[config.mk]
export PLATFORM = sky130hd
export DESIGN_NAME = regfile_dump_engine
export DESIGN_NICKNAME = d
export VERILOG_FILES = /design/src/rtl/regfile_dump_engine_pkg.sv /design/src/rtl/regfile_dump_engine.sv
export SDC_FILE = /design/constraint.sdc
export NUM_CORES = 1
export LEC_CHECK = 0
export CAP_MARGIN = 20
export CORE_MARGIN = 2
export CORE_UTILIZATION = 48
export CTS_CLUSTER_DIAMETER = 40
export CTS_CLUSTER_SIZE = 14
export DETAILED_ROUTE_END_ITERATION = 7
export GPL_TIMING_DRIVEN = 0
export PLACE_DENSITY = 0.81
export RECOVER_POWER = 100
export SLEW_MARGIN = 40
export SYNTH_ARGS = -nofsm -noshare
export SYNTH_HDL_FRONTEND = slang
export SYNTH_SLANG_ARGS = --single-unit
[constraint.sdc]
create_clock -name clock -period 3.1 [get_ports clock]
set_input_delay 0.62 -clock clock [delete_from_list [all_inputs] [get_ports clock]]
set_output_delay 0.62 -clock clock [all_outputs]
set_load 0.005 [all_outputs]
[src/rtl/regfile_dump_engine_pkg.sv]
`default_nettype none
// ============================================================================
//  Module   : regfile_dump_engine_pkg
//  Purpose  : Shared processor constants for the register-file dump path:
//             default register-file geometry and the dump FSM state codes.
//             The state codes live here so the trace unit can decode a
//             debug tap of the engine state.
//  Ports    : none (package)
//  Revision : 1.0 - initial release
// ============================================================================
package regfile_dump_engine_pkg;

  localparam int DEF_NUM_REGS = 32;
  localparam int DEF_ADDR_W   = 5;
  localparam int DEF_DATA_W   = 32;

  localparam int STATE_W = 3;
  typedef logic [STATE_W-1:0] dumpState_t;

  localparam dumpState_t c_ST_IDLE   = 3'd0;
  localparam dumpState_t c_ST_ISSUE  = 3'd1;
  localparam dumpState_t c_ST_SEND_A = 3'd2;
  localparam dumpState_t c_ST_SEND_B = 3'd3;
  localparam dumpState_t c_ST_DONE   = 3'd4;

endpackage
`default_nettype wire

[src/rtl/regfile_dump_engine.sv]
`default_nettype none
// ============================================================================
//  Module   : regfile_dump_engine
//  Purpose  : Debug readout engine on the two regfile read ports. On a start
//             pulse it walks all registers as even/odd pairs, snapshots each
//             pair in one ISSUE cycle, then streams {index, value} beats over
//             valid/ready and pulses dump_done after the last beat.
//  Ports    : clock, ctrl_reset         - clock, sync active-high reset
//             start, busy               - request / activity status
//             ctrl_readRegA/B           - regfile read addresses (even/odd)
//             data_readRegA/B           - regfile read data
//             dump_valid/ready/index/data - beat stream to trace unit
//             dump_done                 - one-cycle completion pulse
//  Revision : 1.0 - initial release
// ============================================================================
module regfile_dump_engine
  import regfile_dump_engine_pkg::*;
#(
  parameter int NUM_REGS = DEF_NUM_REGS,
  parameter int ADDR_W   = DEF_ADDR_W,
  parameter int DATA_W   = DEF_DATA_W
) (
  input  logic              clock,
  input  logic              ctrl_reset,
  input  logic              start,
  output logic              busy,
  output logic [ADDR_W-1:0] ctrl_readRegA,
  output logic [ADDR_W-1:0] ctrl_readRegB,
  input  logic [DATA_W-1:0] data_readRegA,
  input  logic [DATA_W-1:0] data_readRegB,
  output logic              dump_valid,
  input  logic              dump_ready,
  output logic [ADDR_W-1:0] dump_index,
  output logic [DATA_W-1:0] dump_data,
  output logic              dump_done
);

  localparam logic [ADDR_W-2:0] c_LAST_PAIR = (ADDR_W-1)'(NUM_REGS/2 - 1);

  dumpState_t        r_state;
  logic [ADDR_W-2:0] r_pair;
  logic [DATA_W-1:0] r_bufA;
  logic [DATA_W-1:0] r_bufB;
  logic [ADDR_W-1:0] r_readA;
  logic [ADDR_W-1:0] r_readB;

  dumpState_t        w_nextState;
  logic [ADDR_W-2:0] w_nextPair;
  logic              w_addrActive;

  always_comb begin
    w_nextState = r_state;
    w_nextPair  = r_pair;
    case (r_state)
      c_ST_IDLE: begin
        if (start) begin
          w_nextState = c_ST_ISSUE;
          w_nextPair  = '0;
        end
      end
      c_ST_ISSUE:  w_nextState = c_ST_SEND_A;
      c_ST_SEND_A: if (dump_ready) w_nextState = c_ST_SEND_B;
      c_ST_SEND_B: begin
        if (dump_ready) begin
          if (r_pair == c_LAST_PAIR) begin
            w_nextState = c_ST_DONE;
          end else begin
            w_nextPair  = r_pair + 1'b1;
            w_nextState = c_ST_ISSUE;
          end
        end
      end
      c_ST_DONE:   w_nextState = c_ST_IDLE;
      default:     w_nextState = c_ST_IDLE;
    endcase
    // Addresses are flopped from the next-state view so they are already
    // valid during the ISSUE cycle they feed.
    w_addrActive = (w_nextState == c_ST_ISSUE) || (w_nextState == c_ST_SEND_A) ||
                   (w_nextState == c_ST_SEND_B);
  end

  always_ff @(posedge clock) begin
    if (ctrl_reset) begin
      r_state <= c_ST_IDLE;
      r_pair  <= '0;
      r_bufA  <= '0;
      r_bufB  <= '0;
      r_readA <= '0;
      r_readB <= '0;
    end else begin
      r_state <= w_nextState;
      r_pair  <= w_nextPair;
      // Snapshot point: a regfile write landing on this same edge is not seen.
      if (r_state == c_ST_ISSUE) begin
        r_bufA <= data_readRegA;
        r_bufB <= data_readRegB;
      end
      r_readA <= w_addrActive ? {w_nextPair, 1'b0} : '0;
      r_readB <= w_addrActive ? {w_nextPair, 1'b1} : '0;
    end
  end

  always_comb begin
    dump_valid = 1'b0;
    dump_index = '0;
    dump_data  = '0;
    case (r_state)
      c_ST_SEND_A: begin
        dump_valid = 1'b1;
        dump_index = {r_pair, 1'b0};
        dump_data  = r_bufA;
      end
      c_ST_SEND_B: begin
        dump_valid = 1'b1;
        dump_index = {r_pair, 1'b1};
        dump_data  = r_bufB;
      end
      default: ;
    endcase
  end

  assign busy          = (r_state != c_ST_IDLE);
  assign dump_done     = (r_state == c_ST_DONE);
  assign ctrl_readRegA = r_readA;
  assign ctrl_readRegB = r_readB;

endmodule
`default_nettype wire

* Word level (Yosys, flattened, before mapping)
Index checks and enable logic that the tools add are counted.
** Storage, ports and cells
- Flip-flop bits (word level) :: 77
- Output and inout bits :: 50
- Word-level logic and storage cells :: 36
** Operators by class
- $add $sub $neg :: 1
- Equal/unequal tests :: 8
- Multiplexer cells :: 13
- Bitwise logic cells :: 1
- Reduce and logical (&&, ||, !) cells :: 6
** Operators by type and width (count)
- $pmux 32 s2 :: 1
- $eq 3x2->1 const B :: 4
- $mux 3 :: 4
- $mux 4 :: 3
- $pmux 3 s4 :: 1
- $pmux 5 s2 :: 1
- $pmux 4 s2 :: 1
- $eq 3x1->1 const B :: 2
- $add 4x1->4 const B :: 1
- $eq 4x4->1 const B :: 1
- $reduce_or 2->1 :: 2
- $eq 3x3->1 const B :: 1
- $logic_not 3->1 :: 1
- $reduce_bool 3->1 :: 1
- $logic_or 1x1->1 :: 2
- $mux 1 :: 2
- $not 1->1 :: 1

* Longest topological paths before layout
- Depth after elaboration :: 9
- Mapped depth :: 6
- Mapped depth without buffers :: 5

* Least setup slack after synthesis
OpenSTA, ideal clock, no wires.
- Path type :: register to output
- Start :: register r_state[2]
- End :: output dump_data[0]
- Arrival :: 1.096 ns
- Data required time :: 2.480 ns
- Setup slack :: 1.384 ns
- Cell stages (with the launch flop) :: 6
- Buffers on the path :: 3
- Path through :: dfxtp_1 buf_2 or2b_1 clkbuf_1 buf_2 nor2_1
** Between the ends
- Cells in the longest elaborated chain, start to end :: 2
- Elaborated cells on any way between the ends :: 3
- Those cells by class :: eq/ne: 2; mux: 1
** RTL lines
- start, declared :: line regfile_dump_engine.sv:40 : dumpState_t r_state;
- start signal, assigned :: line regfile_dump_engine.sv:84 : r_state <= c_ST_IDLE;
- start signal, assigned :: line regfile_dump_engine.sv:91 : r_state <= w_nextState;
- $eq 3x2->1 :: line regfile_dump_engine.sv:107 : case (r_state)
- $pmux 32 s2 (*) :: line regfile_dump_engine.sv:107
- end, declared :: line regfile_dump_engine.sv:34 : output logic [DATA_W-1:0] dump_data,
Mark *: on every way between the ends. The rest lies on a longest branch, timed or not.

* Worst setup path in the final report
- Start :: register r_state[2]
- End :: output dump_data[12]
Same word-level chain as after synthesis.

==> reports/results.ini <==
[synthesis]
yosysSeqAreaShare_pct = 46.4
syn-num-nets = 491
ys_warn_count = 0
yosys_most_used_dff = dfxtp_1
syn_avg_cell_area_um2 = 7.77
netlist-cell-type-count = 32
synth_cells = 422
ys_async_sr_fraction_pct = 0
synth_area_mm2 = 0.00328
ys_ff_latch = 76
synth_edf_count = 0

[global_routing]
grt_pass1_wl_um = 14500
grt_max_degree = 13
grt_pass1_vias = 3163
antenna_found_initial = 0
gr-usage-all-layers_pct = 24.5
gr-total-overflow = 0

[sta]
setup_viol = 0
finalMaxSlewViolations = 0
worst_slack_ps = 213
skew_ps = 5.68
period_share_pct = 93.1
fin_crit_ps = 2890
worstMarginPinSlew_ps = 565
tns_ps = 0
relSlewSlack_pct = 62.3
grt_setup_unrepaired = false
fmax_ghz = 0.346
hold_viol_final = 0

[route]
postRouteAntennaNets = 0
drc = 0
wl_um = 8850
wl_per_cell_um = 14.0
dr.pass1.iters = 5
drt_iter0_markers = 112
vias = 3276
vias_per_cell = 5.18

[power]
p_seq_share_pct = 46.6
powerDensity_mw_per_mm2 = 485
pwr-share-clk_pct = 36.7
total_leakage_power_uw = 0.00184
swShare_pct = 25.4
p_sw_uw = 582
p_int_uw = 1710
irDropWorstVdd_uv = 230
pwr-share-comb_pct = 16.7

[cts]
cts_max_path_buffers = 2
clkLatencyLatePin_ps = 340
clkTransAtPathRegs_ps = 80
cts_tree = done
cts_setup_buffers = 0
cts-htree-levels = 3
numCtsBuffers = 9
holdBufCountCts = 0
cts_root_buf = clkbuf_8
cts_resized = 0
cts_sinks = 76

[placed_design]
post-dp-hpwl_um = 6510
gp_congestion = 0.815
io_buffers = 115
preCtsSetupSlack_ps = 632

[cells_and_area]
layout.cells.most_common = nand2_1
area.growth.synth_to_final_pct = 44.1
diodes = 0
fillers = 567
post-route-util_pct = 70.3
mostFrequentLayoutCells = nand2_1 (131), dfxtp_1 (76), clkdlybuf4s50_1 (75)
layout-drive-gt1-share_pct = 5.43
finalNetCount = 617

[critical_path]
timing.rr.end = r_bufA[0]
r2r_start = r_state[1]
path_buf_inv = 4
slowest_delay_ps = 590
cp_max_fo = 10
path_common_cell = buf_2
crit_chain = buf_2, or2b_1, clkbuf_1, buf_2, nor2_1, dlygate4sd3_1
end_kind = output pin
slowest_stage = dlygate4sd3_1
path_class = reg2out
crit_arrival_ps = 2270
worstPathRequired_ps = 2480
reg2reg_depth = 6
start_kind = flip-flop
cpLargestDelayFamily = buffers and inverters
r2r_slack_ps = 1270

[floorplanning]
start_util_pct = 48.8
dieArea_mm2 = 0.00751
num_io_pins = 118
die_y_um = 86.6
coreArea_mm2 = 0.00672
die_x_um = 86.6
rows = 30

[worst_hold_path]
hold_path_class = reg2reg
hp-start = r_bufA[30]
hold_depth = 2
min_to = r_bufA[30]

[run_status]
outcome = complete, no violations

[job]
maxCapViolCount = 0

[final cells by class]
class | instances | area, um^2 | area share [%]
multi-input cells | 307 | 1550 | 32.8
flip-flops and latches | 76 | 1520 | 32.2
repair buffers | 115 | 1150 | 24.4
plain buffers | 35 | 164 | 3.47
clock buffers | 11 | 151 | 3.20
well taps | 80 | 100 | 2.12
clock inverters | 4 | 72.6 | 1.54
inverters | 4 | 15.0 | 0.318
[through the flow]
stage | hold slack (ps) | instance area (um^2) | power [uW] | instances
finish | 457 | 4720 | 2290 | 632
global placement | 443 | 4530 | 1470 | 617
floorplan | 436 | 3280 | 1300 | 422
global route | 473 | 4720 | 2380 | 632
CTS | 458 | 4750 | 2310 | 632
detailed placement | 447 | 4530 | 1480 | 617
[power groups by stage]
| stage | Sequential, uW | Clock (uW) | Combinational, uW |
|---|---|---|---|
| floorplan | 1080 | 0 | 219 |
| global placement | 1090 | 0 | 384 |
| detailed placement | 1090 | 0 | 392 |
| CTS | 1070 | 847 | 394 |
| global route | 1070 | 886 | 424 |
| finish | 1070 | 842 | 383 |
[worst reg2reg max path, cell delays in order, from the launching register on]
cell and delay (ps):
dfxtp_1 360, nor2_1 150, and2_0 160, clkbuf_1 390
clkbuf_1 420, nand2_1 140, a21oi_1 140
[layer usage]
layer / global-route usage [%] / wire (um) / up-vias
met1: 29.9 / 3790 / 1514
met5: 0 / 0 / -
met2: 42.6 / 4400 / 112
li1: - / - / 1632
met4: 9.94 / 181 / 0
met3: 4.38 / 479 / 18
[worst max-delay path by stage]
stage | startpoint | end | cells after the start
detailed placement | r_state[2] | dump_data[13] | 6
finish | r_state[2] | dump_data[12] | 6
global route | r_state[2] | dump_data[3] | 6
floorplan | r_state[2] | dump_data[0] | 5
global placement | r_state[2] | dump_data[13] | 6
CTS | r_state[2] | dump_data[13] | 6
[synth_stat cells (2+ instances only)]
cell type  count  area share, %
nand2_1      131             15
dfxtp_1       76             46
a21oi_1       69             11
nor2_1        38            4.4
mux2i_1       33             10
buf_2         20            3.1
clkbuf_1       9            1.0
and2_1         6            1.1
buf_4          6            1.4
inv_1          4           0.46
nor3_1         4           0.61
nand3_1        3           0.46
and4b_1        2           0.61
nand2b_1       2           0.38
nor3b_1        2           0.46
[cell families (layout without fill, tap and decap cells)]
| kind of cell | after synthesis | count (layout) | synth area share (%) |
|---|---|---|---|
| compound gates | 75 | 75 | 12.0 |
| simple gates | 197 | 197 | 25.1 |
| other cells | 1 | 1 | 0.114 |
| mux | 33 | 33 | 10.1 |
| fa+ha+maj | 1 | 1 | 0.382 |
| buf+inv | 39 | 169 | 5.92 |
| flops | 76 | 76 | 46.4 |
[sequential cells by signal (all words and copies together) (netlist names)]
register	count
r_bufA	32
r_bufB	32
ctrl_readRegB	5
r_pair	4
r_state	3
No activity file was read; power rests on OpenSTA's default activity.
==> RTL change 1 (config.mk and constraints unchanged) <==
`DEF_DATA_W`: 32 -> 64.
--- a/src/rtl/regfile_dump_engine_pkg.sv
+++ b/src/rtl/regfile_dump_engine_pkg.sv
@@ -12,7 +12,7 @@
 
   localparam int DEF_NUM_REGS = 32;
   localparam int DEF_ADDR_W   = 5;
-  localparam int DEF_DATA_W   = 32;
+  localparam int DEF_DATA_W   = 64;
 
   localparam int STATE_W = 3;
   typedef logic [STATE_W-1:0] dumpState_t;
Ports: changed (resized data_readRegA, data_readRegB and dump_data); port bits go from 118 to 214. No check against the original RTL was run, so the function may have changed too.
==> RTL change 1 against the original RTL <==
  * Synthesized area rose by 82%
  * Combinational power rose by 92%
  * Largest cell class unchanged
  * Sequential share of layout area fell by 0.70 points
  * Sequential cell count rose by 64
  * Wire length rose by 100%
  * Power rose by 110%
  * Final area rose by 88%
  * Largest power group is now the clock network
  * Worst setup slack got worse by 0.12 ns
==> RTL change 1: results (changes against the original RTL) <==
outcome completed (unchanged); cells after synthesis 771 (was 422); H-tree levels 4 (was 3); layout cell share with drive strength beyond 1 0.0700 (was 0.0543); GR Layer Usage met3 0.0894 (was 0.0438); vias in the first global route 5759 (was 3163); post-synthesis adder-cell area fraction 0.00210 (was 0.00382); Filler cells 964 (was 567); Via density 5.08 (was 5.18); drt initial violations 390 (was 112); Commonest cells post-synth nand2_1, dfxtp_1, a21oi_1 (unchanged); met2 Resource Use GR 0.462 (was 0.426); routing usage on met1 0.323 (was 0.299); Arr. time, crit path 2.39 ns (was 2.27 ns); sw power 0.00120 W (was 0.000582 W); Placer Congestion 0.858 (was 0.815); FF-to-FF End r_bufB[48]$_SDFFE_PP0P_ (was r_bufA[0]$_SDFFE_PP0P_); CP max-delay cell clkdlybuf4s50_1 (was dlygate4sd3_1); all-layer global routing usage 0.271 (was 0.245); routed wl met2 8660 um (was 4400 um); CTS root buf clkbuf_16 (was clkbuf_8); first-pass GRT wire length 28000 um (was 14500 um); Worst VDD drop 0.415 mV (was 0.230 mV); part of the Yosys area used for sequential elements 0.469 (was 0.464); largest stage delay on the critical path 0.55 ns (was 0.59 ns); distinct cell type count after synthesis 35 (was 32); drt total wl 18000 um (was 8850 um); largest cells by area after synthesis dfxtp_1, nand2_1, a21oi_1, mux2i_1, nor2_1 (unchanged); final non-filler cell total 1182 (was 632)
==> RTL change 1: cell types whose count changed in the layout (fill, tap and decap cells not counted), moves of 31 or more <==
cell,unedited run,this run
mux2i_1,33,64
nand2_1,131,259
a21oi_1,69,133
clkdlybuf4s50_1,75,172
dfxtp_1,76,140
nor2_1,39,71
==> RTL change 1: how the worst min path moves through the flow <==
stage	start	endpoint	slack [ns]	cells past startpoint
after floorplan	r_bufA[0]$_SDFFE_PP0P_	r_bufA[0]$_SDFFE_PP0P_	0.44	2
after global placement	r_bufA[8]$_SDFFE_PP0P_	r_bufA[8]$_SDFFE_PP0P_	0.44	2
after detailed placement	r_bufA[14]$_SDFFE_PP0P_	r_bufA[14]$_SDFFE_PP0P_	0.45	2
after CTS	r_bufA[14]$_SDFFE_PP0P_	r_bufA[14]$_SDFFE_PP0P_	0.45	2
after global routing	r_bufA[8]$_SDFFE_PP0P_	r_bufA[8]$_SDFFE_PP0P_	0.47	2
final	r_bufA[8]$_SDFFE_PP0P_	r_bufA[8]$_SDFFE_PP0P_	0.45	2
==> RTL change 1: through the flow <==
step                setup WS (ns)  cell area (um^2)
floorplan                    1.32              5970
global placement            0.517              8290
detailed placement          0.479              8290
CTS                        0.0263              8930
global route               0.0113              8900
finish                     0.0907              8900
==> RTL change 1: what timing repair did <==
action,CTS,global route
hold buffers,0,0
hold endpoints to repair,0,0
endpoints found under the setup margin,0,34
gates resized for setup,0,2
==> RTL change 1: final cells by class <==
type	count	area, um^2	area share
multi-input combinational	563	2820	0.317
sequential	140	2800	0.315
timing repair buffer	211	2110	0.237
clock buffer	20	467	0.0525
buffer	64	305	0.0343
tap	168	210	0.0236
clock inverter	12	168	0.0188
inverter	4	15.0	0.00169
==> RTL change 2 (same settings) <==
Made on the original files. Reset style: asynchronous (`ctrl_reset`), changed in one clocked block. Comments in the files are not updated.
--- a/src/rtl/regfile_dump_engine.sv
+++ b/src/rtl/regfile_dump_engine.sv
@@ -79,7 +79,7 @@
                    (w_nextState == c_ST_SEND_B);
   end
 
-  always_ff @(posedge clock) begin
+  always_ff @(posedge clock or posedge ctrl_reset) begin
     if (ctrl_reset) begin
       r_state <= c_ST_IDLE;
       r_pair  <= '0;
Formal check against the unedited RTL: differs if ctrl_reset is asserted again (counterexample within 4 cycles, from zero or initial values and one cycle with ctrl_reset high); with ctrl_reset held inactive, the same outputs for 10 cycles.
==> RTL change 2 against the original RTL <==
  * Synthesized area up 6.3%
  * Wire length down 14%
  * Core utilization about the same
  * Sequential cell count unchanged
  * Die area up 6.0%
  * Worst setup slack better by 0.028 ns
  * Final area up 6.3%
  * First-iteration DRC count down 14%
  * Critical path depth down 1
  * Register-to-register slack worse by 0.30 ns
  * Highest routed layer unchanged
Power is not compared: it rests on default switching activity, and its combinational part moved more than twofold at a synthesized area within 25%.
==> RTL change 2: results (changes against the original RTL) <==
PortBufs 116 (was 115); Arr. time, crit path 2.24 ns (was 2.27 ns); CTS Buf Count 9 (unchanged); all-layer global routing usage 0.199 (was 0.245); layout cell share with drive strength beyond 1 0.0644 (was 0.0543); final count of hold timing violations 0 (unchanged); CP Max Fanout 10 (unchanged); DRT Pass-1 Iters 4 (was 5); largest net degree at the start of global routing 61 (was 13); drt initial violations 96 (was 112); distinct cell type count after synthesis 33 (was 32); Post CTS Setup Buffer Count 0 (unchanged); CP max-delay cell clkbuf_1 (was dlygate4sd3_1); Period minus WS final 2.86 ns (was 2.89 ns); Post-CTS Resized 0 (unchanged); Worst R2R Setup Slack 0.97 ns (was 1.27 ns); largest cells by area after synthesis dfrtp_1, mux2_1, mux2i_1, nor2_1, buf_4 (was dfxtp_1, nand2_1, a21oi_1, mux2i_1, nor2_1); NumNets Final 468 (was 617); Placer Congestion 0.831 (was 0.815); vias in the first global route 2432 (was 3163); syn nets 340 (was 491); largest stage delay on the critical path 0.48 ns (was 0.59 ns); deepest clock path buffer count 2 (unchanged); CTS root buf clkbuf_8 (unchanged); internal power 0.00345 W; Synth async-reset ratio 1.00 (was 0); Cell Area, Placed 4800 um^2 (was 4530 um^2); # diodes 0 (unchanged); # setup viols final 0 (unchanged); part of the Yosys area used for sequential elements 0.546 (was 0.464); Clock Skews 0.0116 ns (was 0.00568 ns); drt total wl 7610 um (was 8850 um); worst slew pin tran 0.834 ns (was 0.565 ns); first-pass GRT wire length 11900 um (was 14500 um); Worst VDD drop 0.489 mV; Commonest cells post-synth dfrtp_1, mux2_1, nor2_1 (was nand2_1, dfxtp_1, a21oi_1); Post-DP HPWL 5450 um (was 6510 um); Filler cells 543 (was 567); outcome completed (unchanged); worst skew pair latency 0.34 ns (about the same); Via density 5.04 (was 5.18); worst slack, placed 0.577 ns (was 0.632 ns)
==> RTL change 2: cell types whose count changed after synthesis, moves of 16 or more <==
cell / delta
a21oi_1: -66
buf_2: -16
dfrtp_1: +76
dfxtp_1: -76
mux2_1: +64
nand2_1: -127
==> RTL change 2: power groups by stage <==
stage	registers (W)	logic [W]	clock network (W)
after floorplan	0.00169	0.00133	0
after global placement	0.00174	0.00239	0
after detailed placement	0.00177	0.00243	0
after CTS	0.00175	0.00245	0.000949
after global routing	0.00181	0.00257	0.000990
final	0.00175	0.00233	0.000931
==> RTL change 2: kinds of logic (layout without fill, tap and decap cells) <==
logic type	count (synthesis)	after routing	share of synthesized area
muxes	96	96	0.299
buffers and inverters	24	157	0.0413
and+or+nand+nor	65	65	0.0927
AOI/OAI and AO/OA	8	8	0.0165
adders and majority gates	1	1	0.00359
other	1	1	0.00108
DFF	76	76	0.546
==> RTL change 2: per-layer routing <==
metal / part of all wire / up-vias / GRT usage
met2: 0.49 / 85 / 0.315
met4: 0.0085 / 0 / 0.0448
met3: 0.072 / 5 / 0.0739
met5: 0 / - / 0
li1: - / 1192 / -
met1: 0.42 / 1251 / 0.262
==> RTL change 2: worst paths after layout <==
kind	start	to	depth (start not counted)
setup / recovery	r_state[2]$_DFF_PP0_	dump_data[16]	5
hold / removal	r_bufB[19]$_DFFE_PP0P_	r_bufB[19]$_DFFE_PP0P_	1
setup reg to reg	r_state[2]$_DFF_PP0_	r_bufA[5]$_DFFE_PP0P_	4
hold reg to reg	r_bufB[19]$_DFFE_PP0P_	r_bufB[19]$_DFFE_PP0P_	1
max in group asynchronous	ctrl_reset	ctrl_readRegA[4]$_DFF_PP0_	3
min in group asynchronous	ctrl_reset	r_bufA[9]$_DFFE_PP0P_	2
==> RTL change 2: critical path: cells and delay by family, from the launching register on <==
family / cells / cell delay [ns]
buffers and inverters: 3 / 1.21
flip-flops: 1 / 0.45
AND/OR/NAND/NOR: 2 / 0.24
==> RTL change 2: stage by stage <==
stage          std cells   util  hold WS [ns]
2_1_floorplan        271      -         0.457
3_3_place_gp         486  0.668         0.466
3_5_place_dp         487  0.673         0.475
4_1_cts              503  0.708         0.492
5_1_grt              503  0.704         0.507
6_report             503  0.704         0.486
==> RTL change 2: final cells by class <==
class / instances / area [um^2] / area share
Timing Repair Buffer: 117 / 1190 / 0.237
Sequential cell: 76 / 1900 / 0.379
Clock inverter: 4 / 95.1 / 0.0189
Buffer: 20 / 105 / 0.0209
Inverter: 4 / 16.3 / 0.00324
Multi-Input combinational cell: 171 / 1440 / 0.286
Tap cell: 99 / 124 / 0.0247
Clock buffer: 12 / 155 / 0.0309
